<file path="src/rtl/demux_pkg.sv">
// Shared constants and the channel-select type for the 1:8 channel demultiplexer.
package demux_pkg;
    localparam int NCH   = 8;
    localparam int SEL_W = 3;
    typedef logic [SEL_W-1:0] sel_t;
endpackage

</file>
<file path="src/rtl/demux_slot.sv">
// One output channel: a one-deep word register with a valid flag, loaded from the
// shared input bus and emptied by its own consumer.
module demux_slot
    import demux_pkg::*;
#(
    parameter int W = 3
) (
    input  logic         clk,
    input  logic         rst,
    input  logic         load,
    input  logic         ready,
    input  logic [W-1:0] load_data,
    output logic [W-1:0] data,
    output logic         valid
);

    // A load in the same cycle as a drain replaces the word and keeps valid set.
    always_ff @(posedge clk or posedge rst) begin
        if (rst) begin
            valid <= 1'b0;
            data  <= '0;
        end else if (load) begin
            data  <= load_data;
            valid <= 1'b1;
        end else if (valid && ready) begin
            valid <= 1'b0;
        end
    end

endmodule

</file>
<file path="src/rtl/demux_1_8_chan.sv">
// Routes one W-bit word stream to eight one-deep channels with per-channel backpressure.
// Build option: define AUTO_SEL_EN for strict round-robin channel selection (in_sel ignored).
module demux_1_8_chan
    import demux_pkg::*;
#(
    parameter int W     = 3,
    parameter int CNT_W = 16
) (
    input  logic               clk,
    input  logic               rst,
    input  logic [W-1:0]       in_data,
    input  logic [2:0]         in_sel,
    input  logic               in_valid,
    output logic               in_ready,
    output logic [8*W-1:0]     out_data,
    output logic [7:0]         out_valid,
    input  logic [7:0]         out_ready,
    output logic [2:0]         cur_sel,
    output logic [CNT_W-1:0]   acc_cnt
);

    sel_t           sel;
    logic           accept;
    logic [NCH-1:0] load_vec;

`ifdef AUTO_SEL_EN
    sel_t slot_ptr;
    logic unused_in_sel;

    assign unused_in_sel = ^in_sel;

    // Round-robin pointer only moves on an accept, so a full slot stalls the stream.
    always_ff @(posedge clk or posedge rst) begin
        if (rst) begin
            slot_ptr <= '0;
        end else if (accept) begin
            slot_ptr <= slot_ptr + sel_t'(1);
        end
    end

    assign sel = slot_ptr;
`else
    assign sel = in_sel;
`endif

    assign cur_sel  = sel;
    assign in_ready = ~out_valid[sel] | out_ready[sel];
    assign accept   = in_valid & in_ready;

    always_comb begin
        load_vec      = '0;
        load_vec[sel] = accept;
    end

    always_ff @(posedge clk or posedge rst) begin
        if (rst) begin
            acc_cnt <= '0;
        end else if (accept) begin
            acc_cnt <= acc_cnt + CNT_W'(1);
        end
    end

    for (genvar i = 0; i < NCH; i++) begin : g_slot
        demux_slot #(.W(W)) u_slot (
            .clk       (clk),
            .rst       (rst),
            .load      (load_vec[i]),
            .ready     (out_ready[i]),
            .load_data (in_data),
            .data      (out_data[i*W +: W]),
            .valid     (out_valid[i])
        );
    end

endmodule

</file>
<file path="config.mk">
export PLATFORM = sky130hd
export DESIGN_NAME = demux_1_8_chan
export DESIGN_NICKNAME = d
export VERILOG_FILES = /design/src/rtl/demux_pkg.sv /design/src/rtl/demux_slot.sv /design/src/rtl/demux_1_8_chan.sv
export SDC_FILE = /design/constraint.sdc
export NUM_CORES = 1
export LEC_CHECK = 0
export ABC_AREA = 1
export BUFFER_PORTS_ARGS = -buffer_cell sky130_fd_sc_hd__buf_2
export CORE_MARGIN = 2
export CORE_UTILIZATION = 35
export DETAILED_ROUTE_END_ITERATION = 8
export PLACE_DENSITY_LB_ADDON = 0.08
export REMOVE_ABC_BUFFERS = 1
export SETUP_SLACK_MARGIN = 0.1
export SYNTH_ARGS = -nofsm -noshare
export SYNTH_HDL_FRONTEND = slang
export SYNTH_SLANG_ARGS = --single-unit
</file>
<file path="constraint.sdc">
create_clock -name clk -period 2.3 [get_ports clk]
set_input_delay 0.115 -clock clk [delete_from_list [all_inputs] [get_ports clk]]
set_output_delay 0.115 -clock clk [all_outputs]
set_load 0.005 [all_outputs]
</file>
# Yosys cells after proc, flatten, opt, wreduce, memory -nomap -nowiden
# Cells that the tools add are included.
dict set report totals {
  regBits 48
  in_bits 17
  elab_cells 63
}
dict set report classes {
  addsub 1
  n_lt_le_gt_ge 2
  n_mux 22
  bitwise_logic 4
  reduce_logical 17
}
# op count
set ops {}
lappend ops {{$mux W1} 19}
lappend ops {{$add A16 B1 Y16 const B} 1}
lappend ops {{$reduce_bool A2 Y1} 8}
lappend ops {{$logic_and A1 B1 Y1} 9}
lappend ops {{$and A8 B8 Y8} 1}
lappend ops {{$bmux W1 S3} 2}
lappend ops {{$lt A3 B4 Y1 const B} 1}
lappend ops {{$demux W1 S3} 1}
lappend ops {{$ge A3 B1 Y1 const B} 1}
lappend ops {{$and A1 B1 Y1} 1}
lappend ops {{$not A1 Y1} 1}
lappend ops {{$or A1 B1 Y1} 1}

# Longest topological paths before layout
# Gate-level depths: netlist of the first run.
dict set report depth {
  ltp_word 7
  mapped_depth 14
}

# Cells and area by module
# Synthesis of the first run repeated with hierarchy kept, for this count alone.
dict set report unflattened {
  hier_cells 370
  area_unflattened_um2 2572.5
}
# module instances cells_each area_each_um2
set modules_own_cells {}
lappend modules_own_cells {demux_1_8_chan 1 226 1351.3}
lappend modules_own_cells {demux_slot 8 18 152.6}

# Worst setup path before layout of the first run
# OpenSTA, ideal clock, no wires.
dict set report synth_timing {
  path_type {register -> register}
  from {register acc_cnt[0]}
  to {register acc_cnt[10]}
  setup_ps 117
  t_arrival_ps 1234
  t_required_ps 2183
  setup_slack_ps 949
  stages_incl_launch_ff 8
  n_path_buf 0
  cell_sequence {dfrtp_1 -> ha_1 -> nand3_1 -> nor2_1 -> nand3_1 -> xor2_1 -> nand3_1 -> nand2_1}
}
dict set report synth_via {
  elab_chain_cells 1
}
# element line
set synth_lines {}
lappend synth_lines {{from (decl)} demux_1_8_chan.sv:19} ;# output logic [CNT_W-1:0] acc_cnt
lappend synth_lines {{from (signal assigned)} demux_1_8_chan.sv:59} ;# acc_cnt <= acc_cnt + CNT_W'(1);
lappend synth_lines {{$add A16 B1 Y16} demux_1_8_chan.sv:59}
# Every way passes these cells.
# A chain may end at the register's enable or synchronous reset.

# Worst setup path in the final report of the first run
dict set report layout_timing {
  from {register g_slot[0].u_slot.valid}
  to {output in_ready}
}
dict set report layout_via {
  elab_chain_cells 4
}
# element line
set layout_lines {}
lappend layout_lines {{from (decl)} demux_slot.sv:14} ;# output logic valid
lappend layout_lines {{from (signal assigned)} demux_slot.sv:20} ;# valid <= 1'b0;
lappend layout_lines {{from (signal assigned)} demux_slot.sv:24} ;# valid <= 1'b1;
lappend layout_lines {{from (signal assigned)} demux_slot.sv:26} ;# valid <= 1'b0;
lappend layout_lines {{$bmux W1 S3} demux_1_8_chan.sv:47} ;# assign in_ready = ~out_valid[sel] | out_ready[sel];
lappend layout_lines {{$mux W1 (not written as such)} demux_1_8_chan.sv:47}
lappend layout_lines {{$not A1 Y1} demux_1_8_chan.sv:47}
lappend layout_lines {{$or A1 B1 Y1} demux_1_8_chan.sv:47}
lappend layout_lines {{to (decl)} demux_1_8_chan.sv:14} ;# output logic in_ready,
# Every way passes these cells. The select of a mux whose other input is x is not followed.

==> results of run 1 <==
[kinds of logic after synthesis]
group | count (synthesis) | synth area share, %
flops | 48 | 46.2
compound gates | 10 | 1.93
xor+xnor | 12 | 4.05
buf+inv | 53 | 11.0
fa+ha+maj | 1 | 0.482
simple gates | 211 | 36.3
[sequential cells by signal, summed over array words and instances, names as in the netlist]
signal and cells:
acc_cnt 16, g_slot.u_slot.data 24, g_slot.u_slot.valid 8
[where the power goes]
part	switching (mW)	leakage [nW]	internal [mW]	total [mW]
clock network	0.305	0.0541	0.322	0.627
registers	0.122	0.625	0.990	1.11
logic	0.278	0.937	0.223	0.500
[cell usage after synthesis (all sizes together)]
master	number	share of area, %
inv	23	3.3
nand2	123	18
nand4	31	7.5
xor2	8	2.7
o21ai	10	1.9
nor2	13	1.9
nand3	31	6.4
clkinv	1	0.14
nor3	12	2.3
clkbuf	3	0.43
xnor2	4	1.3
nand3b	1	0.29
ha	1	0.48
buf	26	7.1
dfrtp	48	46
[metrics by stage]
stage	cells	hold WS, ps	area [sq um]
floorplan	306	211	2400
global placement	478	89.5	2920
detailed placement	478	93.1	2920
CTS	487	0.614	3040
global route	487	11.2	3040
finish	487	5.43	3040
[worst reg2reg max path, stage by stage, from the launching register on]
cell and delay, ps:
dfrtp_1 400, nand2_1 60, o21ai_0 120, nand2_1 90, nand2_1 50, nand2_1 50
nand2_1 60, nand2_2 230, buf_12 230, nand3_1 170, nand2_1 100, nand2_1 50
[timing repair]
action,in CTS,in global routing
hold endpoints to repair,12,0
setup buffers,0,0
hold buffers,1,0
resized for setup,0,0
[metal layers]
layer  global-route usage, %  vias to the layer above  part of all wire (%)
li1                        -                     1181                     -
met1                    23.5                     1114                    47
met2                    27.1                       64                    47
met3                    3.35                        5                   5.1
met4                    4.10                        0                   1.0
met5                       0                        -                     0
[worst paths after layout]
kind,startpoint,to,slack [ps],depth (start not counted)
max in group asynchronous,rst,g_slot[1].u_slot.data[1],1410,4
hold / removal,out_ready[7],g_slot[7].u_slot.valid,5,2
min in group asynchronous,rst,acc_cnt[1],290,3
setup reg to reg,g_slot[1].u_slot.valid,g_slot[7].u_slot.data[0],630,11
hold reg to reg,g_slot[7].u_slot.data[2],g_slot[7].u_slot.data[2],470,2
setup / recovery,g_slot[0].u_slot.valid,in_ready,440,9
[final cells by class]
cell class	count	area (sq um)
Clock buffer	5	68.8
Clock inverter	3	42.5
Fill cell	794	4180
Inverter	24	90.1
Multi-Input combinational cell	234	1110
Sequential cell	48	1200
Tap cell	99	124
Timing Repair Buffer	74	400
==> impl_metrics.tcl, run 1 <==
set metrics [dict create \
    grt_overflow 0 \
    critical-path-top-delay-family "buffers and inverters" \
    path_class "register to output port" \
    crit_buf_inv 3 \
    total_power_mw 2.24 \
    fin_skew_ps 13.5 \
    drt_wl_total_um 6570 \
    drcViolationCount 0 \
    crit_slowest_cell "dfrtp_1" \
    p_leak_nw 1.62 \
    worstMarginPinSlew_ps 510 \
    nNetsFinal 405 \
    fin_crit_sh_pct 80.9 \
    die_y_um 90.1 \
    synthCells 335 \
    dr.pass1.iters 4 \
    syn_area_sq_mm 0.00260 \
    gr-usage-all-layers_pct 16.9 \
    core.rowCount 31 \
    htree_levels 2 \
    rsz0062_at_grt "no" \
    cp_common_cell "nand2_1" \
    grt_pass1_vias 2202 \
    critPathRequiredTime_ps 2180 \
    ant_nets 0 \
    power.density_mw_per_mm2 737 \
    start_util_pct 36.0 \
    grt_max_degree 37 \
    clock-root-buffer "clkbuf_8" \
    clockBufferDepth 2 \
    gp_congestion 0.814 \
    viasPerCell 4.85 \
    area.growth.synth_to_final_pct 16.9 \
    core_sq_mm 0.00721 \
    crit_chain "inv_1, o21ai_0, nand2_1, nand2_1, nand2_1, nand2_1, nand2_2, buf_12, buf_2" \
    fin_crit_ps 1860 \
    cp-end-kind "output port" \
    outcome "finished clean" \
    clock_sink_count 48 \
    slew_headroom_pct 65.8 \
    grt_pass1_wl_um 11200 \
    routedWlPerCell_um 13.5 \
    cap_violations 0 \
    hold_path_class "primary input to register" \
    cts_tree "yes" \
    synth_cell_type_count 21 \
    synth_seq_cells 48 \
    boundaryPins 69 \
    io_buffer_count 68 \
    die_area_sq_mm 0.00813 \
    antenna_found_initial 0 \
    setup_viol 0 \
    cp.arrival_ps 1750 \
    vias 2364 \
    crit_fanout 36 \
    hpwl_um 4890 \
    max_stage_delay_ps 340 \
    dp_slack_ps 550 \
    n_antenna_cell 0 \
    die_w_um 90.1 \
    drt_iter0_drc 177 \
    worstSetupStartpointType "register" \
    max_freq_mhz 537 \
    clock_latency_ps 310 \
    synth.yosys.warnings 0 \
    mostFrequentLayoutCell "nand2_1" \
    finalMaxSlewViolations 0 \
    tns_ps 0 \
    ys_seq_area_share_pct 46.2 \
    final_layout_size_suffix_gt1_share_pct 22.4 \
    hold_viol_final 0 \
    final_cell_mix "121 x nand2_1, 68 x buf_2, 48 x dfrtp_1" \
    vdd_drop_max_v 0.000390 \
    fin_ws_ps 439 \
    clkSlewWorstSetupHoldPaths_ps 80 \
    syn_area_per_cell_sq_um 7.75 \
    cts_inserted_buffers 5 \
    fin_util_pct 42.1 \
]
Note: power is estimated with default switching activity, not from simulation.
==> run 2: changes to the inputs <==
==> constraint.sdc (replaced) <==
create_clock -name clk -period 1.6 [get_ports clk]
set_input_delay 0.08 -clock clk [delete_from_list [all_inputs] [get_ports clk]]
set_output_delay 0.08 -clock clk [all_outputs]
set_load 0.005 [all_outputs]
==> run 2 against run 1 <==
Net effect:
- total power is 52% higher
- sequential cell count stayed put
- clock power is 43% higher
- global-route usage is 0.69 points higher
- die area stayed put
- critical path type unchanged
- largest power group unchanged
==> impl_metrics.tcl, run 2 (synthesis results as in run 1) <==
set metrics [dict create \
    outcome "finished clean" \
    hold_path_class "primary input to register" \
    cts_tree "yes" \
    ant_nets 0 \
    largest_reg_flops 24 \
    cts_inserted_buffers 5 \
    worstMarginPinSlew_ps 560 \
    drt_wl_total_um 7070 \
    antenna_found_initial 0 \
    grt_pass1_wl_um 11700 \
    hold_slack_ps 16.7 \
    final_layout_size_suffix_gt1_share_pct 32.6 \
    die_y_um 90.1 \
    slew_headroom_pct 62.4 \
    dr.pass1.iters 4 \
    combPwrFrac_pct 26.7 \
    vdd_drop_max_v 0.000479 \
    htree_levels 2 \
    clock_sink_count 48 \
    fin_crit_ps 1490 \
    worstSetupStartpointType "register" \
    boundaryPins 69 \
    total_power_mw 3.41 \
    die_w_um 90.1 \
    fin_util_pct 48.1 \
    fillers 763 \
    nNetsFinal 437 \
    cp_common_cell "nand2_1" \
    power.density_mw_per_mm2 982 \
    fin_skew_ps 14.3 \
    start_util_pct 36.0 \
    drcViolationCount 0 \
    clkPwrFrac_pct 26.2 \
    crit_fanout 5 \
    mostFrequentLayoutCell "nand2_1" \
    die_area_sq_mm 0.00813 \
    fin_ws_ps 111 \
    gp_congestion 0.814 \
    crit_slowest_cell "dfrtp_1" \
    grt_max_degree 25 \
    core_sq_mm 0.00721 \
    grt_overflow 0 \
    core.rowCount 31 \
    p_leak_nw 1.80 \
    dp_slack_ps -5.35 \
    critical-path-top-delay-family "simple AND/OR/NAND/NOR gates" \
    gr-usage-all-layers_pct 17.6 \
    n_antenna_cell 0 \
    largest-register "g_slot.u_slot.data" \
    path_class "register to output port" \
    power_switching_mw 1.09 \
    setup_viol 0 \
    clock-root-buffer "clkbuf_8" \
    p_sw_share_pct 32.0 \
    fin_crit_sh_pct 93.1 \
    hold_viol_final 0 \
    cp-end-kind "output port" \
    crit_buf_inv 2 \
    max_stage_delay_ps 390 \
    drt_iter0_drc 104 \
    crit_chain "nand2_1, nand2_1, nand2_1, nand2_1, nand2_1, nand2_2, nand2_4, buf_6, buf_6" \
    io_buffer_count 68 \
    grt_pass1_vias 2413 \
    clock_latency_ps 310 \
    area.growth.synth_to_final_pct 33.7 \
    final_cell_mix "109 x nand2_1, 67 x buf_2, 47 x dfrtp_1" \
    reg.largest.list "g_slot.u_slot.data: 24 flops, acc_cnt: 16 flops, g_slot.u_slot.valid: 8 flops" \
    p_int_mw 2.32 \
    critPathRequiredTime_ps 1520 \
    rsz0062_at_grt "yes" \
    power_frac_seq_pct 47.1 \
    max_freq_mhz 672 \
    clkSlewWorstSetupHoldPaths_ps 100 \
    viasPerCell 4.81 \
    cp.arrival_ps 1410 \
    hpwl_um 5030 \
    tns_ps 0 \
    clockBufferDepth 2 \
    routedWlPerCell_um 13.6 \
    finalMaxSlewViolations 0 \
    cap_violations 0 \
    vias 2495 \
]
-- run 2: changes by cell type in the layout (fill, tap and decap cells not counted), sizes merged --
cell	delta
buf	+25
dlygate4sd3	+6
nand2	+1
-- run 2: path summary, 6_finish.rpt --
path,to,slack [ps],startpoint,cells after the start
setup / recovery,in_ready,110,g_slot[5].u_slot.valid,9
hold / removal,g_slot[4].u_slot.valid,20,out_ready[4],4
setup reg to reg,g_slot[5].u_slot.data[2],150,g_slot[5].u_slot.valid,11
hold reg to reg,g_slot[2].u_slot.data[0],470,g_slot[2].u_slot.data[0],2
max in group asynchronous,g_slot[0].u_slot.valid,810,rst,4
min in group asynchronous,g_slot[2].u_slot.valid,290,rst,3
-- run 2: worst register-to-register path, stage by stage, from the launching register on --
cell	delay, ps
dfrtp_1	410
nand2_1	70
nand2_1	50
nand2_1	50
nand2_1	50
nand2_1	70
nand2_2	60
nand2_4	110
buf_4	180
nand3_1	140
nand2_1	110
nand2_1	50
-- run 2: timing repair --
action,CTS,global route
endpoints found under the hold margin,20,1
pin swaps,0,17
setup buffers,3,6
hold buffers,6,1
gates resized for setup,6,32
cloned,0,1
endpoints found under the setup margin,11,46
-- run 2: layer usage --
metal	wire length (um)	GRT usage (%)
met5	0	0
met4	65	4.10
met3	318	3.19
met2	3410	29.7
met1	3280	23.4
-- run 2: stage by stage --
stage,cell area [sq um],std cells
floorplan,2400,306
global placement,3060,494
detailed placement,3060,494
CTS,3270,511
global route,3470,519
finish,3470,519
-- run 2: final cells by class --
class / count / area [sq um] / area share, %
Timing Repair Buffer: 105 / 683 / 19.7
Tap cell: 99 / 124 / 3.57
Sequential cell: 48 / 1200 / 34.6
Inverter: 24 / 90.1 / 2.59
Clock buffer: 5 / 68.8 / 1.98
Multi-Input combinational cell: 235 / 1260 / 36.3
Clock inverter: 3 / 42.5 / 1.22
-- run 2: power by group through the flow --
stage | Sequential, mW | Clock, mW | Combinational (mW)
after global routing | 1.64 | 0.976 | 1.03
after CTS | 1.60 | 0.928 | 0.802
after floorplan | 1.62 | 0 | 0.341
after detailed placement | 1.62 | 0 | 0.772
final | 1.61 | 0.894 | 0.912
after global placement | 1.62 | 0 | 0.770
